$ cat config.mk
export PLATFORM = sky130hd
export DESIGN_NAME = n_risc
export DESIGN_NICKNAME = d
export VERILOG_FILES = /design/src/rtl/n_risc.sv
export SDC_FILE = /design/constraint.sdc
export NUM_CORES = 1
export LEC_CHECK = 0
export ABC_AREA = 0
export BUFFER_PORTS_ARGS = -buffer_cell sky130_fd_sc_hd__buf_2
export CORE_MARGIN = 2
export CORE_UTILIZATION = 51
export DETAILED_ROUTE_END_ITERATION = 16
export HOLD_SLACK_MARGIN = 0.03
export PLACE_DENSITY_LB_ADDON = 0.05
export SLEW_MARGIN = 15
export SYNTH_ARGS = -nofsm -noshare
export SYNTH_HDL_FRONTEND = slang
export SYNTH_SLANG_ARGS = --single-unit
$ cat constraint.sdc
create_clock -name Clock -period 5 [get_ports Clock]
set_clock_uncertainty 0.1 [all_clocks]
set_input_delay 0 -clock Clock [delete_from_list [all_inputs] [get_ports Clock]]
set_output_delay 0 -clock Clock [all_outputs]
set_load 0.02 [all_outputs]
$ cat src/rtl/n_risc.sv
`default_nettype none
// ============================================================================
//  Module   : n_risc
//  Purpose  : Single-cycle 8-bit processor core (nRisc). Eight 8-bit
//             registers, 3-bit opcode, 8-bit instructions, one instruction
//             per clock. Instruction and data memories are external.
//  Ports    : Clock              - rising-edge clock
//             reset              - synchronous, active-high
//             Instrucao[7:0]     - instruction at current PC
//             SaidaPCLeEndereco  - current PC (instruction-memory address)
//             LeDado[7:0]        - data-memory read data
//             Data2[7:0]         - R[rB], data-memory address
//             Data1[7:0]         - R[rA], data-memory write data
//             EscMem / LerMem    - data-memory write / read enables
//  Revision : 1.0 - initial release
// ============================================================================

// ----------------------------------------------------------------------------
//  n_risc_controle : decodes the opcode into datapath controls.
// ----------------------------------------------------------------------------
module n_risc_controle (
    input  logic [2:0] op,
    output logic       Beqz,      // conditional branch on R[rA]==0
    output logic       RegFonte,  // 1: write back LeDado, 0: ALU result
    output logic       ULAOp,     // 1: subtract, 0: add
    output logic       EscMem,
    output logic       ULAFonte,  // 1: imm2 operand, 0: R[rB]
    output logic       LerMem,
    output logic       SelDest,   // 1: next PC taken from R[rB]
    output logic       Ji,        // PC-relative jump
    output logic       EscReg,
    output logic       EscPC
);
    localparam logic [2:0] C_OP_ADD  = 3'b000;
    localparam logic [2:0] C_OP_SUB  = 3'b001;
    localparam logic [2:0] C_OP_ADDI = 3'b010;
    localparam logic [2:0] C_OP_LW   = 3'b011;
    localparam logic [2:0] C_OP_SW   = 3'b100;
    localparam logic [2:0] C_OP_BEQZ = 3'b101;
    localparam logic [2:0] C_OP_J    = 3'b110;

    always_comb begin
        Beqz     = 1'b0;
        RegFonte = 1'b0;
        ULAOp    = 1'b0;
        EscMem   = 1'b0;
        ULAFonte = 1'b0;
        LerMem   = 1'b0;
        SelDest  = 1'b0;
        Ji       = 1'b0;
        EscReg   = 1'b0;
        EscPC    = 1'b1;
        case (op)
            C_OP_ADD:  EscReg = 1'b1;
            C_OP_SUB:  begin EscReg = 1'b1; ULAOp = 1'b1; end
            C_OP_ADDI: begin EscReg = 1'b1; ULAFonte = 1'b1; end
            C_OP_LW:   begin EscReg = 1'b1; LerMem = 1'b1; RegFonte = 1'b1; end
            C_OP_SW:   EscMem = 1'b1;
            C_OP_BEQZ: begin Beqz = 1'b1; SelDest = 1'b1; end
            C_OP_J:    Ji = 1'b1;
            default:   EscPC = 1'b0;   // HALT freezes the PC
        endcase
    end
endmodule

// ----------------------------------------------------------------------------
//  n_risc_banco_reg : 8x8 register file, two async reads, one sync write.
//  A read in the same cycle as a write to that register sees the old value.
// ----------------------------------------------------------------------------
module n_risc_banco_reg (
    input  logic       Clock,
    input  logic       reset,
    input  logic       EscReg,
    input  logic [2:0] RegA,
    input  logic [2:0] RegB,
    input  logic [2:0] RegWrite,   // destination register index
    input  logic [7:0] WriteData,
    output logic [7:0] Data1,
    output logic [7:0] Data2
);
    logic [7:0] RF [0:7];

    always_ff @(posedge Clock) begin
        if (reset) begin
            for (int i = 0; i < 8; i++) RF[i] <= 8'h00;
        end else if (EscReg) begin
            RF[RegWrite] <= WriteData;
        end
    end

    assign Data1 = RF[RegA];
    assign Data2 = RF[RegB];
endmodule

// ----------------------------------------------------------------------------
//  n_risc : top-level core.
// ----------------------------------------------------------------------------
module n_risc (
    input  logic       Clock,
    input  logic       reset,
    input  logic [7:0] Instrucao,
    output logic [7:0] SaidaPCLeEndereco,
    input  logic [7:0] LeDado,
    output logic [7:0] Data2,
    output logic [7:0] Data1,
    output logic       EscMem,
    output logic       LerMem
);
    logic [7:0] pc_q;
    logic [7:0] EntradaPC;          // next-PC value, loaded into pc_q

    logic       Beqz, RegFonte, ULAOp, EscMemCtl, ULAFonte;
    logic       SelDest, Ji, EscReg, EscPC;

    logic [2:0] w_ra;
    logic [2:0] w_rb;
    logic [7:0] w_imm2;
    logic [7:0] w_off5;
    logic [7:0] w_ula_b;
    logic [7:0] w_ula_res;
    logic [7:0] WriteData;

    assign w_ra   = Instrucao[4:2];
    assign w_rb   = {1'b0, Instrucao[1:0]};
    assign w_imm2 = {{6{Instrucao[1]}}, Instrucao[1:0]};
    assign w_off5 = {{3{Instrucao[4]}}, Instrucao[4:0]};

    n_risc_controle controle (
        .op       (Instrucao[7:5]),
        .Beqz     (Beqz),
        .RegFonte (RegFonte),
        .ULAOp    (ULAOp),
        .EscMem   (EscMemCtl),
        .ULAFonte (ULAFonte),
        .LerMem   (LerMem),
        .SelDest  (SelDest),
        .Ji       (Ji),
        .EscReg   (EscReg),
        .EscPC    (EscPC)
    );

    n_risc_banco_reg BancoReg (
        .Clock     (Clock),
        .reset     (reset),
        .EscReg    (EscReg),
        .RegA      (w_ra),
        .RegB      (w_rb),
        .RegWrite  (w_ra),
        .WriteData (WriteData),
        .Data1     (Data1),
        .Data2     (Data2)
    );

    // ALU: mod-256 add/sub, no flags.
    assign w_ula_b   = ULAFonte ? w_imm2 : Data2;
    assign w_ula_res = ULAOp ? (Data1 - w_ula_b) : (Data1 + w_ula_b);
    assign WriteData = RegFonte ? LeDado : w_ula_res;

    // Memory writes are suppressed while reset is held, even if the word
    // at PC 0 happens to be a store.
    assign EscMem = EscMemCtl & ~reset;

    always_comb begin
        EntradaPC = pc_q + 8'd1;
        if (!EscPC) begin
            EntradaPC = pc_q;
        end else if (Ji) begin
            EntradaPC = pc_q + w_off5;
        end else if (SelDest && Beqz && (Data1 == 8'h00)) begin
            EntradaPC = Data2;
        end
    end

    always_ff @(posedge Clock) begin
        if (reset) pc_q <= 8'h00;
        else       pc_q <= EntradaPC;
    end

    assign SaidaPCLeEndereco = pc_q;
endmodule
`default_nettype wire

* Word-level counts from Yosys, hierarchy flattened
Memory sizes are Yosys's and may differ from the RTL's. Index checks and enable logic that the tools add are counted. Widths: inputs -> output; s select.
Cells by class: add/sub/neg operators 4, $mul 0, divide/modulo/power cells 0, order comparisons 0, equal/unequal tests 6, shifts and indexed selects 0, muxes and demuxes 21, bitwise operators 2, reductions and logical operators 6
Operator list (count):
- $mux 8 | 6
- $add 8x8->8 | 2
- $mux 1 | 14
- $eq 3x3->1 const B | 3
- $add 8x1->8 const B | 1
- $logic_not 8->1 | 1
- $reduce_or 8->1 | 1
- $sub 8x8->8 | 1
- $reduce_or 7->1 | 1
- $eq 3x2->1 const B | 2
- $reduce_or 4->1 | 1
- $eq 3x1->1 const B | 1
- $logic_not 3->1 | 1
- $mux 3 | 1
- $and 1x1->1 | 1
- $logic_and 1x1->1 | 1
- $not 1->1 | 1
Word-level totals: bits in registers 8, latch bits 0, bits in writable memories 64, memory bits (read-only) 0, input bits 18, output and inout bits 26, word-level logic and storage cells 41, memories kept 1
Memory list:
- BancoReg.RF | words 8, width 8, rd ports 2, clocked after Yosys merged registers in 0, wr ports 8, RTL line 81 | logic [7:0] RF [0:7];

* Depth between registers and ports, before layout
Gate-level depths: netlist of run 1.
depth after elaboration 8, gate-level depth with buffers 16, depth with buffers taken out 14

* Cells and area by module
From an unflattened synthesis of run 1, not the netlist that was laid out.
Unflattened totals: cell total of the unflattened synthesis 440, area, all modules 5177.5 um2
By module, submodules not included:
- n_risc_banco_reg | times used 1, cells an instance 222, area each 3537.1 um2, seq. area each 1921.8 um2
- n_risc | times used 1, cells an instance 208, area each 1559.0 um2, seq. area each 160.2 um2
- n_risc_controle | times used 1, cells an instance 10, area each 81.3 um2, seq. area each 0.0 um2

* Worst setup path after synthesis of run 1
Ideal clock, no wire load.
path type reg2reg, start mem BancoReg.RF[1][0], end mem BancoReg.RF[0][7] (data pin), setup time 263 ps, arrival time 3368 ps, data required time 4637 ps, setup slack 1269 ps, cell stages (with the launch flop) 13, buffers on the path 0, period minus slack after synthesis 3731 ps, cell sequence edfxtp_1 mux4_1 mux2i_1 ha_1 o21ai_0 ha_1 nor2b_1 o21ai_0 a21oi_1 o41ai_1 o21ai_0 a31oi_4 nor2_2
RTL lines (RTL line):
- from (decl) | 81

==> impl_results.html, run 1 <==
<table>
<tr><th>Metric</th><th>Value</th></tr>
<tr><th colspan="2">Outcome</th></tr>
<tr><td>Outcome</td><td>completed</td></tr>
<tr><th colspan="2">Critical path</th></tr>
<tr><td>Startpoint-to-endpoint class of the critical path</td><td>in -&gt; reg</td></tr>
<tr><td>Buf/Inv on CP</td><td>2</td></tr>
<tr><td>Type of element capturing the critical path</td><td>register</td></tr>
<tr><td>Register-to-register setup slack</td><td>0.92 ns</td></tr>
<tr><td>CP max FO</td><td>18</td></tr>
<tr><td>Crit-path cells</td><td>dlygate4sd3_1 -&gt; buf_2 -&gt; or3b_1 -&gt; nor2_1 -&gt; a21oi_1 -&gt; ha_1 -&gt; o21ai_0 -&gt; ha_1 -&gt; nor2b_1 -&gt; o21ai_0 -&gt; a21oi_1 -&gt; o41ai_1 -&gt; o21ai_0 -&gt; a31oi_4 -&gt; nor2_2</td></tr>
<tr><td>Reg2Reg Depth</td><td>12</td></tr>
<tr><td>Required time reported for the critical path endpoint</td><td>4.99 ns</td></tr>
<tr><td>Critical path's slowest cell</td><td>or3b_1</td></tr>
<tr><td>Launch instance of the worst register-to-register path</td><td>BancoReg.RF[2][0]</td></tr>
<tr><td>Type of element launching the critical path</td><td>input port</td></tr>
<tr><td>Cell family contributing the most delay on the critical path</td><td>compound AO/OA/AOI/OAI gates</td></tr>
<tr><td>Crit-path most repeated cell</td><td>o21ai_0</td></tr>
<tr><td>Delay of the slowest critical-path stage</td><td>0.63 ns</td></tr>
<tr><td>Capture point of the worst reg-to-reg path</td><td>BancoReg.RF[3][7]</td></tr>
<tr><td>CP arrival</td><td>4.20 ns</td></tr>
<tr><th colspan="2">Power and ir drop</th></tr>
<tr><td>Int Power</td><td>1.11 mW</td></tr>
<tr><td>Static leakage</td><td>2.10 nW</td></tr>
<tr><td>Net switching power</td><td>601 µW</td></tr>
<tr><td>Switching share of power</td><td>0.351</td></tr>
<tr><td>Sequential share of power</td><td>0.415</td></tr>
<tr><td>Combinational share of power</td><td>0.309</td></tr>
<tr><td>PwrDens</td><td>332 nW/µm²</td></tr>
<tr><td>Maximum ir drop on the vdd rail</td><td>0.164 mV</td></tr>
<tr><td>Share of total power in the clock network</td><td>0.276</td></tr>
<tr><th colspan="2">CTS</th></tr>
<tr><td>Count of cells resized by post-cts repair</td><td>0</td></tr>
<tr><td>Post-CTS Hold Fix Bufs</td><td>3</td></tr>
<tr><td>Clock slew at the register clock pins of the worst setup and hold paths</td><td>0.08 ns</td></tr>
<tr><td>Maximum buffer depth of the clock tree</td><td>2</td></tr>
<tr><td>Setup Fix Bufs, Post-CTS</td><td>0</td></tr>
<tr><td>Number of levels the H-tree was split into</td><td>3</td></tr>
<tr><td>Total CTS buffers</td><td>9</td></tr>
<tr><td>Clk Tree Root Cell</td><td>clkbuf_8</td></tr>
<tr><td>CTS tree</td><td>yes</td></tr>
<tr><td>Sink Count</td><td>72</td></tr>
<tr><td>Clock latency reported for the late side of the worst-skew pair</td><td>0.35 ns</td></tr>
<tr><th colspan="2">Logic synthesis</th></tr>
<tr><td>Number of cells produced by synthesis</td><td>431</td></tr>
<tr><td>Flip-flop cell with the highest count after synthesis</td><td>edfxtp_1</td></tr>
<tr><td>Post-synthesis net count</td><td>467</td></tr>
<tr><td>Sequential cell area fraction in the yosys report</td><td>0.441</td></tr>
<tr><td>Synth async-reset ratio</td><td>0</td></tr>
<tr><td>Mean area per synthesized cell</td><td>11.0 µm²</td></tr>
<tr><td>Number of register bits inferred by synthesis</td><td>72</td></tr>
<tr><td>EDFF count, synth</td><td>64</td></tr>
<tr><td>Yosys warning count</td><td>0</td></tr>
<tr><td>Synth cell types</td><td>66</td></tr>
<tr><td>Combined area of all synthesized cells</td><td>4720 µm²</td></tr>
<tr><th colspan="2">Worst hold path</th></tr>
<tr><td>Instance count along the most critical hold path</td><td>4</td></tr>
<tr><td>Hold wc startpoint</td><td>LeDado[1]</td></tr>
<tr><td>Class of the most critical hold timing path</td><td>in -&gt; reg</td></tr>
<tr><td>Hold path endpoint</td><td>BancoReg.RF[4][1]</td></tr>
<tr><th colspan="2">Die</th></tr>
<tr><td>Core region area</td><td>9110 µm²</td></tr>
<tr><td>Full die area</td><td>10,000 µm²</td></tr>
<tr><td>Die boundary height</td><td>100 µm</td></tr>
<tr><td>Total I/O pin count</td><td>44</td></tr>
<tr><td>Horiz. Die Dim</td><td>100 µm</td></tr>
<tr><td>Total number of placement rows</td><td>35</td></tr>
<tr><td>Starting utilization of the core area</td><td>0.518</td></tr>
<tr><th colspan="2">STA</th></tr>
<tr><td>Setup Total Neg Slack</td><td>0 ns</td></tr>
<tr><td>Unrepaired setup endpoints after global routing</td><td>false</td></tr>
<tr><td>Number of hold-slack violations in the final timing report</td><td>0</td></tr>
<tr><td>Worst-case headroom to the max-slew limit</td><td>0.437</td></tr>
<tr><td>Upper clock frequency limit</td><td>0.237 GHz</td></tr>
<tr><td>Measured slew at the worst slew-check pin</td><td>0.838 ns</td></tr>
<tr><td>Final critical path time including I/O delays and setup</td><td>4.21 ns</td></tr>
<tr><td>Fin. max-slew vios</td><td>0</td></tr>
<tr><td>Ratio of final minimum period to clock period</td><td>0.842</td></tr>
<tr><td>Final setup violation count</td><td>0</td></tr>
<tr><th colspan="2">Final layout</th></tr>
<tr><td>Share of layout cells above drive strength 1</td><td>0.207</td></tr>
<tr><td>Most used cells in the layout excluding fill and tap cells</td><td>nor2_1 (81), edfxtp_1 (64), buf_2 (43)</td></tr>
<tr><td>Net count reported at finish</td><td>510</td></tr>
<tr><td>Area growth syn-to-layout</td><td>9.49%</td></tr>
<tr><td>Post-layout instance count excluding filler cells</td><td>590</td></tr>
<tr><td>Most common library cell in the layout ignoring fill and taps</td><td>nor2_1</td></tr>
<tr><td># diodes</td><td>0</td></tr>
<tr><th colspan="2">Drt</th></tr>
<tr><td>Aggregate routed wire length</td><td>12.2 mm</td></tr>
<tr><td>ANT nets after route</td><td>0</td></tr>
<tr><td>Routed length per instance</td><td>20.7 µm</td></tr>
<tr><td>Violation count after the first detailed-route iteration</td><td>241</td></tr>
<tr><td>Number of remaining DRC errors</td><td>0</td></tr>
<tr><td>Via count of the routed design</td><td>3,558</td></tr>
<tr><td>Average via count per standard cell</td><td>6.03</td></tr>
<tr><td>DRT Pass-1 Iters</td><td>5</td></tr>
<tr><th colspan="2">GRT</th></tr>
<tr><td>Number of global-route vias before repair</td><td>3,493</td></tr>
<tr><td>Maximum number of pins on one net before global-route repair</td><td>28</td></tr>
<tr><td>GRT Util Overall</td><td>0.261</td></tr>
<tr><td>GRT overflow</td><td>0</td></tr>
<tr><td>Antenna violations before repair</td><td>0</td></tr>
<tr><td>First-pass GRT wire length</td><td>19.7 mm</td></tr>
<tr><th colspan="2">Placement</th></tr>
<tr><td>Post-detailed-placement half-perimeter wirelength</td><td>9.14 mm</td></tr>
<tr><td>RD Place Congestion</td><td>0.841</td></tr>
<tr><td>Inst Count DP</td><td>571</td></tr>
<tr><td>Buffers on Ports</td><td>43</td></tr>
<tr><th colspan="2">Job</th></tr>
<tr><td>Total of max-cap violations</td><td>0</td></tr>
</table>
-- power by group through the flow --
| stage | Combinational, mW | Sequential (mW) | Clock, mW |
|---|---|---|---|
| finish | 0.530 | 0.711 | 0.473 |
| global route | 0.583 | 0.715 | 0.501 |
| CTS | 0.531 | 0.711 | 0.482 |
| detailed placement | 0.526 | 0.724 | 0 |
| global placement | 0.522 | 0.723 | 0 |
| floorplan | 0.372 | 0.722 | 0 |
-- worst max path at each step --
stage	start	to	slack, ns	depth (start not counted)
4_1_cts	Instrucao[6]	BancoReg.RF[0][7]	0.80	15
2_1_floorplan	BancoReg.RF[1][0]	BancoReg.RF[0][7]	1.27	12
3_3_place_gp	Instrucao[5]	BancoReg.RF[3][7]	1.0	14
5_1_grt	Instrucao[6]	BancoReg.RF[3][7]	0.31	15
6_report	Instrucao[6]	BancoReg.RF[3][7]	0.79	15
3_5_place_dp	Instrucao[5]	BancoReg.RF[0][7]	0.82	14
-- routing by layer --
metal,track usage,part of all wire
met5,0,0
met4,0.0590,0.010
met3,0.0376,0.062
met2,0.423,0.48
met1,0.376,0.45
-- area by class of cell --
| type | instances | area [µm²] |
|---|---|---|
| fill | 825 | 3940 |
| tap | 111 | 139 |
| clock buffer | 9 | 124 |
| clock inverter | 7 | 78.8 |
| inverter | 11 | 41.3 |
| timing repair buffer | 51 | 283 |
| multi-input combinational | 329 | 2420 |
| sequential | 72 | 2080 |
-- synthesized netlist by cell type, types with 9 or more instances --
| cell type | count | share of area |
|---|---|---|
| a21oi_1 | 26 | 0.028 |
| buf_6 | 9 | 0.021 |
| edfxtp_1 | 64 | 0.41 |
| ha_1 | 16 | 0.042 |
| inv_1 | 10 | 0.0080 |
| mux2i_1 | 18 | 0.038 |
| nand2_1 | 19 | 0.015 |
| nand2b_1 | 14 | 0.019 |
| nor2_1 | 81 | 0.064 |
| nor3_1 | 10 | 0.011 |
| o21ai_0 | 9 | 0.0095 |
| xnor2_1 | 12 | 0.022 |
| xor2_1 | 9 | 0.017 |
-- kinds of logic after synthesis --
logic type | Yosys count | share of synthesized area
buffers and inverters | 30 | 0.0461
adder cells (fa/ha/maj) | 18 | 0.0509
multiplexers | 40 | 0.128
AO/OA/AOI/OAI | 83 | 0.119
AND/OR/NAND/NOR | 167 | 0.176
flip-flops | 72 | 0.441
XOR/XNOR | 21 | 0.0390
-- state kept, by name (all words and copies together) (netlist names) --
name	cells
SaidaPCLeEndereco	8
BancoReg.RF	64
-- metrics by stage --
step                      hold slack (ns)  area, µm²  utilization  setup slack [ns]  power, mW
final                              0.0715       5170        0.567             0.789       1.71
after global routing               0.0701       5170        0.567             0.310       1.80
after CTS                          0.0572       5170        0.567             0.804       1.72
after detailed placement            0.262       4930        0.542             0.823       1.25
after global placement              0.262       4930        0.542             0.995       1.24
after floorplan                   -0.0240       4720            -              1.27       1.09
-- worst min-delay path, stage by stage --
cell and delay [ns]:
buf_2 0.08, mux2i_1 0.06, buf_4 0.18, nor2_1 0.09
Note: power is estimated with default switching activity, not from simulation.
==> inputs of run 2 (changes only) <==
clock period = 3.6 ns   (was 5 ns; I/O delays follow)
==> impl_results.html, run 2 (synthesis gave the netlist of run 1 again) <==
<table>
<tr><th>Metric</th><th>Value</th></tr>
<tr><th colspan="2">Die</th></tr>
<tr><td>Starting utilization of the core area</td><td>0.518</td></tr>
<tr><td>Total I/O pin count</td><td>44</td></tr>
<tr><td>Total number of placement rows</td><td>35</td></tr>
<tr><td>Die boundary height</td><td>100 µm</td></tr>
<tr><td>Core region area</td><td>9110 µm²</td></tr>
<tr><td>Horiz. Die Dim</td><td>100 µm</td></tr>
<tr><td>Full die area</td><td>10,000 µm²</td></tr>
<tr><th colspan="2">STA</th></tr>
<tr><td>Setup Total Neg Slack</td><td>0 ns</td></tr>
<tr><td>Worst-case headroom to the max-slew limit</td><td>0.493</td></tr>
<tr><td>Final setup violation count</td><td>0</td></tr>
<tr><td>Unrepaired setup endpoints after global routing</td><td>true</td></tr>
<tr><td>Final Hold Slack</td><td>0.0441 ns</td></tr>
<tr><td>Final critical path time including I/O delays and setup</td><td>3.49 ns</td></tr>
<tr><td>Fin. max-slew vios</td><td>0</td></tr>
<tr><td>Upper clock frequency limit</td><td>0.286 GHz</td></tr>
<tr><td>Measured slew at the worst slew-check pin</td><td>0.755 ns</td></tr>
<tr><td>Number of hold-slack violations in the final timing report</td><td>0</td></tr>
<tr><td>Ratio of final minimum period to clock period</td><td>0.970</td></tr>
<tr><th colspan="2">Drt</th></tr>
<tr><td>Routed length per instance</td><td>20.1 µm</td></tr>
<tr><td>ANT nets after route</td><td>0</td></tr>
<tr><td>Average via count per standard cell</td><td>5.87</td></tr>
<tr><td>DRT Pass-1 Iters</td><td>4</td></tr>
<tr><td>Violation count after the first detailed-route iteration</td><td>230</td></tr>
<tr><td>Via count of the routed design</td><td>3,644</td></tr>
<tr><td>Number of remaining DRC errors</td><td>0</td></tr>
<tr><td>Aggregate routed wire length</td><td>12.5 mm</td></tr>
<tr><th colspan="2">Final layout</th></tr>
<tr><td>Most common library cell in the layout ignoring fill and taps</td><td>nor2_1</td></tr>
<tr><td>Largest reg by FF count</td><td>BancoReg.RF</td></tr>
<tr><td>Area growth syn-to-layout</td><td>15.9%</td></tr>
<tr><td>Fillcell total</td><td>777</td></tr>
<tr><td># diodes</td><td>0</td></tr>
<tr><td>Max reg flops</td><td>64</td></tr>
<tr><td>Sequential standard cell area</td><td>2080 µm²</td></tr>
<tr><td>Most used cells in the layout excluding fill and tap cells</td><td>nor2_1 (80), edfxtp_1 (64), buf_2 (43)</td></tr>
<tr><td>Share of layout cells above drive strength 1</td><td>0.280</td></tr>
<tr><td>Net count reported at finish</td><td>541</td></tr>
<tr><td>Combined area of the multi-input logic cells</td><td>2480 µm²</td></tr>
<tr><th colspan="2">GRT</th></tr>
<tr><td>GRT overflow</td><td>0</td></tr>
<tr><td>Antenna violations before repair</td><td>0</td></tr>
<tr><td>GRT Util Overall</td><td>0.260</td></tr>
<tr><td>Maximum number of pins on one net before global-route repair</td><td>18</td></tr>
<tr><td>First-pass GRT wire length</td><td>19.5 mm</td></tr>
<tr><td>Number of global-route vias before repair</td><td>3,513</td></tr>
<tr><th colspan="2">CTS</th></tr>
<tr><td>Sink Count</td><td>72</td></tr>
<tr><td>Total CTS buffers</td><td>9</td></tr>
<tr><td>Number of levels the H-tree was split into</td><td>3</td></tr>
<tr><td>Maximum buffer depth of the clock tree</td><td>2</td></tr>
<tr><td>Clock slew at the register clock pins of the worst setup and hold paths</td><td>0.08 ns</td></tr>
<tr><td>CTS tree</td><td>yes</td></tr>
<tr><td>Clk Tree Root Cell</td><td>clkbuf_8</td></tr>
<tr><td>Clock latency reported for the late side of the worst-skew pair</td><td>0.35 ns</td></tr>
<tr><th colspan="2">Placement</th></tr>
<tr><td>RD Place Congestion</td><td>0.906</td></tr>
<tr><td>Post-detailed-placement half-perimeter wirelength</td><td>9.48 mm</td></tr>
<tr><td>Buffers on Ports</td><td>43</td></tr>
<tr><th colspan="2">Critical path</th></tr>
<tr><td>Required time reported for the critical path endpoint</td><td>3.59 ns</td></tr>
<tr><td>Worst setup path start</td><td>BancoReg.RF[0][0]</td></tr>
<tr><td>Crit-path cells</td><td>mux4_2 -&gt; mux2i_2 -&gt; ha_1 -&gt; nor2_1 -&gt; xor2_1 -&gt; ha_1 -&gt; o21ai_2 -&gt; a21oi_2 -&gt; o41ai_2 -&gt; or3_4 -&gt; a31oi_4 -&gt; buf_12 -&gt; nor2_2</td></tr>
<tr><td>Startpoint-to-endpoint class of the critical path</td><td>reg -&gt; reg</td></tr>
<tr><td>Register-to-register setup slack</td><td>0.11 ns</td></tr>
<tr><td>Type of element capturing the critical path</td><td>register</td></tr>
<tr><td>Type of element launching the critical path</td><td>register</td></tr>
<tr><td>Delay of the slowest critical-path stage</td><td>0.52 ns</td></tr>
<tr><td>Cell family contributing the most delay on the critical path</td><td>multiplexers</td></tr>
<tr><td>Launch instance of the worst register-to-register path</td><td>BancoReg.RF[0][0]</td></tr>
<tr><td>CP arrival</td><td>3.48 ns</td></tr>
<tr><td>Critical path's slowest cell</td><td>mux4_2</td></tr>
<tr><td>Buf/Inv on CP</td><td>1</td></tr>
<tr><td>CP max FO</td><td>8</td></tr>
<tr><td>Reg2Reg Depth</td><td>13</td></tr>
<tr><td>Crit-path most repeated cell</td><td>ha_1</td></tr>
<tr><td>Capture point of the worst reg-to-reg path</td><td>BancoReg.RF[2][7]</td></tr>
<tr><th colspan="2">Worst hold path</th></tr>
<tr><td>Instance count along the most critical hold path</td><td>4</td></tr>
<tr><td>Hold path endpoint</td><td>BancoReg.RF[6][6]</td></tr>
<tr><td>Hold wc startpoint</td><td>LeDado[6]</td></tr>
<tr><td>Class of the most critical hold timing path</td><td>in -&gt; reg</td></tr>
<tr><th colspan="2">Power and ir drop</th></tr>
<tr><td>Static leakage</td><td>2.26 nW</td></tr>
<tr><td>Maximum ir drop on the vdd rail</td><td>0.280 mV</td></tr>
<tr><td>PwrDens</td><td>457 nW/µm²</td></tr>
<tr><th colspan="2">Job</th></tr>
<tr><td>Total of max-cap violations</td><td>0</td></tr>
<tr><th colspan="2">Outcome</th></tr>
<tr><td>Outcome</td><td>completed</td></tr>
</table>
-- run 2: cell types whose count changed in the layout (fill, tap and decap cells not counted), sizes merged --
cell      delta
clkinv       -2
clkinvlp     +1
clkbuf       +1
buf         +31
-- run 2: cell type report --
| cell class | instances | area share |
|---|---|---|
| clock buffers | 10 | 0.0233 |
| clock inverters | 6 | 0.0123 |
| inverters | 11 | 0.00755 |
| multi-input cells | 329 | 0.454 |
| flip-flops and latches | 72 | 0.381 |
| well taps | 111 | 0.0254 |
| repair buffers | 82 | 0.0972 |
-- run 2: report_power, final --
| group | switching [mW] | internal (mW) | total [mW] |
|---|---|---|---|
| Clock | 0.318 | 0.324 | 0.642 |
| Combinational | 0.513 | 0.357 | 0.870 |
| Sequential | 0.0307 | 0.957 | 0.988 |
| Total | 0.862 | 1.64 | 2.50 |
-- run 2: worst reg2reg max path, delay by kind of cell (launching register included) --
kind / cells / cell delay (ns)
multiplexers: 2 / 0.73
adder cells (fa/ha/maj): 2 / 0.59
AO/OA/AOI/OAI: 4 / 0.58
AND/OR/NAND/NOR: 3 / 0.51
flip-flops: 1 / 0.42
XOR/XNOR: 1 / 0.16
buffers and inverters: 1 / 0.16
-- run 2: per-layer routing --
metal,vias to the layer above,wire (µm),share of wire,GRT usage
li1,1742,-,-,-
met1,1754,5720,0.46,0.372
met2,127,5730,0.46,0.407
met3,21,735,0.059,0.0418
met4,0,277,0.022,0.0875
met5,-,0,0,0
-- run 2: how the worst max path moves through the flow --
stage,end,slack [ns],cells past startpoint
floorplan,BancoReg.RF[0][7],0.07,12
finish,BancoReg.RF[2][7],0.11,13
detailed placement,BancoReg.RF[2][7],-0.13,13
global placement,BancoReg.RF[5][7],-0.04,13
CTS,BancoReg.RF[2][7],0.04,13
global route,BancoReg.RF[2][7],-0.04,13
-- run 2: stage by stage --
step / total power, mW / cells / area, µm² / worst slack (ns) / utilization
after global placement: 1.82 / 600 / 5160 / -0.0361 / 0.567
after global routing: 2.61 / 621 / 5470 / -0.0407 / 0.601
final: 2.50 / 621 / 5470 / 0.109 / 0.601
after floorplan: 1.52 / 431 / 4720 / 0.0656 / -
after CTS: 2.47 / 619 / 5390 / 0.0369 / 0.592
after detailed placement: 1.83 / 600 / 5160 / -0.134 / 0.567
-- run 2: what timing repair did --
item                                   4_1_cts  5_1_grt
endpoints found under the hold margin        4        0
hold buffers                                 3        0
setup endpoints to repair                    8       25
buffers inserted                             0        2
pin swaps                                    0        8
gates resized for setup                      2       15
==> inputs of run 3 (changes only) <==
ABC_AREA = 1   (was 0)
GPL_TIMING_DRIVEN = 0   (was not set)
SETUP_SLACK_MARGIN = 0.5   (was not set)
==> impl_results.html, run 3 <==
<table>
<tr><th>Metric</th><th>Value</th></tr>
<tr><th colspan="2">Outcome</th></tr>
<tr><td>Outcome</td><td>completed</td></tr>
<tr><th colspan="2">Logic synthesis</th></tr>
<tr><td>Synth cell types</td><td>38</td></tr>
<tr><td>Combined area of all synthesized cells</td><td>4860 µm²</td></tr>
<tr><td>EDFF count, synth</td><td>64</td></tr>
<tr><td>Leading cell types by total area after synthesis</td><td>edfxtp_1 (40%), nand2_1 (18%), nor2_1 (5.9%)</td></tr>
<tr><td>Area leader, netlist</td><td>edfxtp_1</td></tr>
<tr><td>Sequential cell area fraction in the yosys report</td><td>0.428</td></tr>
<tr><td>Post-synthesis net count</td><td>669</td></tr>
<tr><td>Yosys warning count</td><td>0</td></tr>
<tr><td>Synth async-reset ratio</td><td>0</td></tr>
<tr><td>Mean area per synthesized cell</td><td>7.68 µm²</td></tr>
<tr><td>Number of register bits inferred by synthesis</td><td>72</td></tr>
<tr><td>Flip-flop cell with the highest count after synthesis</td><td>edfxtp_1</td></tr>
<tr><td>Number of cells produced by synthesis</td><td>633</td></tr>
<tr><td>Post-synth top cells</td><td>nand2_1 (239), nor2_1 (76), edfxtp_1 (64)</td></tr>
<tr><td>Count leader, synth</td><td>nand2_1</td></tr>
<tr><td>Proportion of netlist area held by the largest area contributor</td><td>0.395</td></tr>
<tr><th colspan="2">Power and ir drop</th></tr>
<tr><td>Maximum ir drop on the vdd rail</td><td>0.248 mV</td></tr>
<tr><td>Net switching power</td><td>989 µW</td></tr>
<tr><td>Int Power</td><td>1.73 mW</td></tr>
<tr><td>Combinational share of power</td><td>0.380</td></tr>
<tr><td>Switching share of power</td><td>0.364</td></tr>
<tr><td>Sequential share of power</td><td>0.363</td></tr>
<tr><td>PwrDens</td><td>461 nW/µm²</td></tr>
<tr><td>Share of total power in the clock network</td><td>0.258</td></tr>
<tr><td>Static leakage</td><td>2.69 nW</td></tr>
<tr><th colspan="2">Critical path</th></tr>
<tr><td>Worst setup path start</td><td>BancoReg.RF[0][1]</td></tr>
<tr><td>Required time reported for the critical path endpoint</td><td>3.58 ns</td></tr>
<tr><td>CP max FO</td><td>8</td></tr>
<tr><td>Startpoint-to-endpoint class of the critical path</td><td>reg -&gt; reg</td></tr>
<tr><td>Delay of the slowest critical-path stage</td><td>0.36 ns</td></tr>
<tr><td>Crit-path cells</td><td>nand2_1 -&gt; nand3_1 -&gt; nand2_2 -&gt; o21ai_2 -&gt; inv_2 -&gt; ha_4 -&gt; inv_2 -&gt; nand2_1 -&gt; xor2_1 -&gt; ha_1 -&gt; nand2_1 -&gt; nand2_2 -&gt; a31oi_4 -&gt; inv_2 -&gt; a21oi_2 -&gt; o21ai_2 -&gt; xor2_1 -&gt; mux2i_4 -&gt; buf_12 -&gt; nor2_1</td></tr>
<tr><td>Critical path's slowest cell</td><td>edfxtp_1</td></tr>
<tr><td>Cell family contributing the most delay on the critical path</td><td>simple AND/OR/NAND/NOR gates</td></tr>
<tr><td>Type of element launching the critical path</td><td>register</td></tr>
<tr><td>Buf/Inv on CP</td><td>4</td></tr>
<tr><td>Launch instance of the worst register-to-register path</td><td>BancoReg.RF[0][1]</td></tr>
<tr><td>CP arrival</td><td>3.16 ns</td></tr>
<tr><td>Type of element capturing the critical path</td><td>register</td></tr>
<tr><th colspan="2">Drt</th></tr>
<tr><td>Violation count after the first detailed-route iteration</td><td>380</td></tr>
<tr><td>ANT nets after route</td><td>0</td></tr>
<tr><td>Via count of the routed design</td><td>4,604</td></tr>
<tr><td>Aggregate routed wire length</td><td>14.8 mm</td></tr>
<tr><td>Number of remaining DRC errors</td><td>0</td></tr>
<tr><td>Routed length per instance</td><td>17.6 µm</td></tr>
<tr><td>Average via count per standard cell</td><td>5.45</td></tr>
<tr><td>DRT Pass-1 Iters</td><td>5</td></tr>
<tr><th colspan="2">STA</th></tr>
<tr><td>Setup slack after layout</td><td>0.420 ns</td></tr>
<tr><td>Fin. max-slew vios</td><td>0</td></tr>
<tr><td>Upper clock frequency limit</td><td>0.314 GHz</td></tr>
<tr><td>Final Hold Slack</td><td>0.0530 ns</td></tr>
<tr><td>Worst-case headroom to the max-slew limit</td><td>0.258</td></tr>
<tr><td>Number of hold-slack violations in the final timing report</td><td>0</td></tr>
<tr><td>Final setup violation count</td><td>0</td></tr>
<tr><td>Final critical path time including I/O delays and setup</td><td>3.18 ns</td></tr>
<tr><td>Ratio of final minimum period to clock period</td><td>0.883</td></tr>
<tr><td>Measured slew at the worst slew-check pin</td><td>1.11 ns</td></tr>
<tr><td>Unrepaired setup endpoints after global routing</td><td>true</td></tr>
<tr><th colspan="2">Final layout</th></tr>
<tr><td># diodes</td><td>0</td></tr>
<tr><td>Most used cells in the layout excluding fill and tap cells</td><td>nand2_1 (231), nor2_1 (69), edfxtp_1 (64)</td></tr>
<tr><td>Share of layout cells above drive strength 1</td><td>0.250</td></tr>
<tr><td>Most common library cell in the layout ignoring fill and taps</td><td>nand2_1</td></tr>
<tr><td>Net count reported at finish</td><td>747</td></tr>
<tr><td>Fillcell total</td><td>813</td></tr>
<tr><td>Area growth syn-to-layout</td><td>21.3%</td></tr>
<tr><td>Max reg flops</td><td>64</td></tr>
<tr><td>Largest reg by FF count</td><td>BancoReg.RF</td></tr>
<tr><th colspan="2">Placement</th></tr>
<tr><td>Buffers on Ports</td><td>43</td></tr>
<tr><td>Post-detailed-placement half-perimeter wirelength</td><td>10.4 mm</td></tr>
<tr><td>Pre-CTS worst setup slack</td><td>-0.381 ns</td></tr>
<tr><td>RD Place Congestion</td><td>1.05</td></tr>
<tr><th colspan="2">CTS</th></tr>
<tr><td>Maximum buffer depth of the clock tree</td><td>2</td></tr>
<tr><td>CTS tree</td><td>yes</td></tr>
<tr><td>Sink Count</td><td>72</td></tr>
<tr><td>Clock latency reported for the late side of the worst-skew pair</td><td>0.35 ns</td></tr>
<tr><td>Clock slew at the register clock pins of the worst setup and hold paths</td><td>0.09 ns</td></tr>
<tr><td>Total CTS buffers</td><td>9</td></tr>
<tr><td>Number of levels the H-tree was split into</td><td>3</td></tr>
<tr><td>Clk Tree Root Cell</td><td>clkbuf_8</td></tr>
<tr><th colspan="2">Die</th></tr>
<tr><td>Full die area</td><td>10,300 µm²</td></tr>
<tr><td>Core region area</td><td>9240 µm²</td></tr>
<tr><td>Starting utilization of the core area</td><td>0.526</td></tr>
<tr><td>Die boundary height</td><td>102 µm</td></tr>
<tr><td>Total number of placement rows</td><td>35</td></tr>
<tr><td>Horiz. Die Dim</td><td>102 µm</td></tr>
<tr><td>Total I/O pin count</td><td>44</td></tr>
<tr><th colspan="2">GRT</th></tr>
<tr><td>First-pass GRT wire length</td><td>22.0 mm</td></tr>
<tr><td>Antenna violations before repair</td><td>0</td></tr>
<tr><td>Number of global-route vias before repair</td><td>4,305</td></tr>
<tr><td>GRT overflow</td><td>0</td></tr>
<tr><td>Maximum number of pins on one net before global-route repair</td><td>13</td></tr>
<tr><td>GRT Util Overall</td><td>0.287</td></tr>
<tr><th colspan="2">Worst hold path</th></tr>
<tr><td>Hold wc startpoint</td><td>LeDado[6]</td></tr>
<tr><td>Class of the most critical hold timing path</td><td>in -&gt; reg</td></tr>
<tr><th colspan="2">Job</th></tr>
<tr><td>Total of max-cap violations</td><td>0</td></tr>
</table>
## run 3: repair_timing
action                                  in CTS  in global routing
setup buffers                                8                 14
pin swaps                                    9                 23
hold endpoints to repair                     6                  0
endpoints found under the setup margin      48                 51
gates resized for setup                     18                 39
hold buffers                                 2                  0
## run 3: per-layer routing
metal / up-vias / track usage / wire (µm)
met3: 55 / 0.0386 / 1110
met2: 215 / 0.472 / 6940
met1: 2099 / 0.374 / 6030
met5: - / 0 / 0
li1: 2235 / - / -
met4: 0 / 0.140 / 739
## run 3: logic make-up (layout without fill, tap and decap cells)
| logic type | Yosys count | count (layout) | share of synthesized area |
|---|---|---|---|
| buffers and inverters | 67 | 149 | 0.0674 |
| muxes | 3 | 3 | 0.00617 |
| adders and majority gates | 18 | 18 | 0.0494 |
| xor gates and xnor gates | 18 | 18 | 0.0324 |
| DFF | 72 | 72 | 0.428 |
| AOI/OAI and AO/OA | 64 | 64 | 0.0764 |
| and+or+nand+nor | 391 | 391 | 0.340 |
## run 3: metrics by stage
| stage | power (mW) | TNS [ns] | cells | utilization | area, µm² |
|---|---|---|---|---|---|
| CTS | 2.52 | 0 | 830 | 0.609 | 5630 |
| finish | 2.72 | 0 | 844 | 0.639 | 5900 |
| global placement | 1.71 | -4.10 | 805 | 0.567 | 5240 |
| detailed placement | 1.72 | -4.43 | 805 | 0.567 | 5240 |
| floorplan | 1.48 | 0 | 633 | - | 4860 |
| global route | 2.82 | 0 | 844 | 0.639 | 5900 |
## run 3: layout make-up
type	count	area, µm²	share of cell area
buffer	21	155	0.0263
clock buffer	9	124	0.0210
clock inverter	6	85.1	0.0144
sequential	72	2080	0.353
tap	129	161	0.0274
inverter	46	173	0.0293
multi-input combinational	494	2670	0.453
timing repair buffer	67	450	0.0763
## run 3: worst reg2reg max path: cells and delay by family (launching register included)
kind	cells	cell delay, ns
simple gates	7	0.56
compound gates	4	0.50
mux	1	0.19
xor+xnor	2	0.32
buf+inv	4	0.37
flops	1	0.36
fa+ha+maj	2	0.51
## run 3: power groups by stage
stage	combinational [mW]	sequential [mW]	clock, mW
after floorplan	0.474	1.00	0
after global routing	1.10	0.991	0.731
after detailed placement	0.714	1.00	0
after global placement	0.709	1.00	0
final	1.03	0.986	0.701
after CTS	0.833	0.986	0.700
## run 3: final timing paths
check / slack (ns) / endpoint / depth (start not counted)
max: 0.42 / BancoReg.RF[3][5] / 20
min: 0.05 / BancoReg.RF[2][6] / 4
max reg2reg: 0.42 / BancoReg.RF[3][5] / 20
min reg2reg: 0.44 / SaidaPCLeEndereco[7] / 2
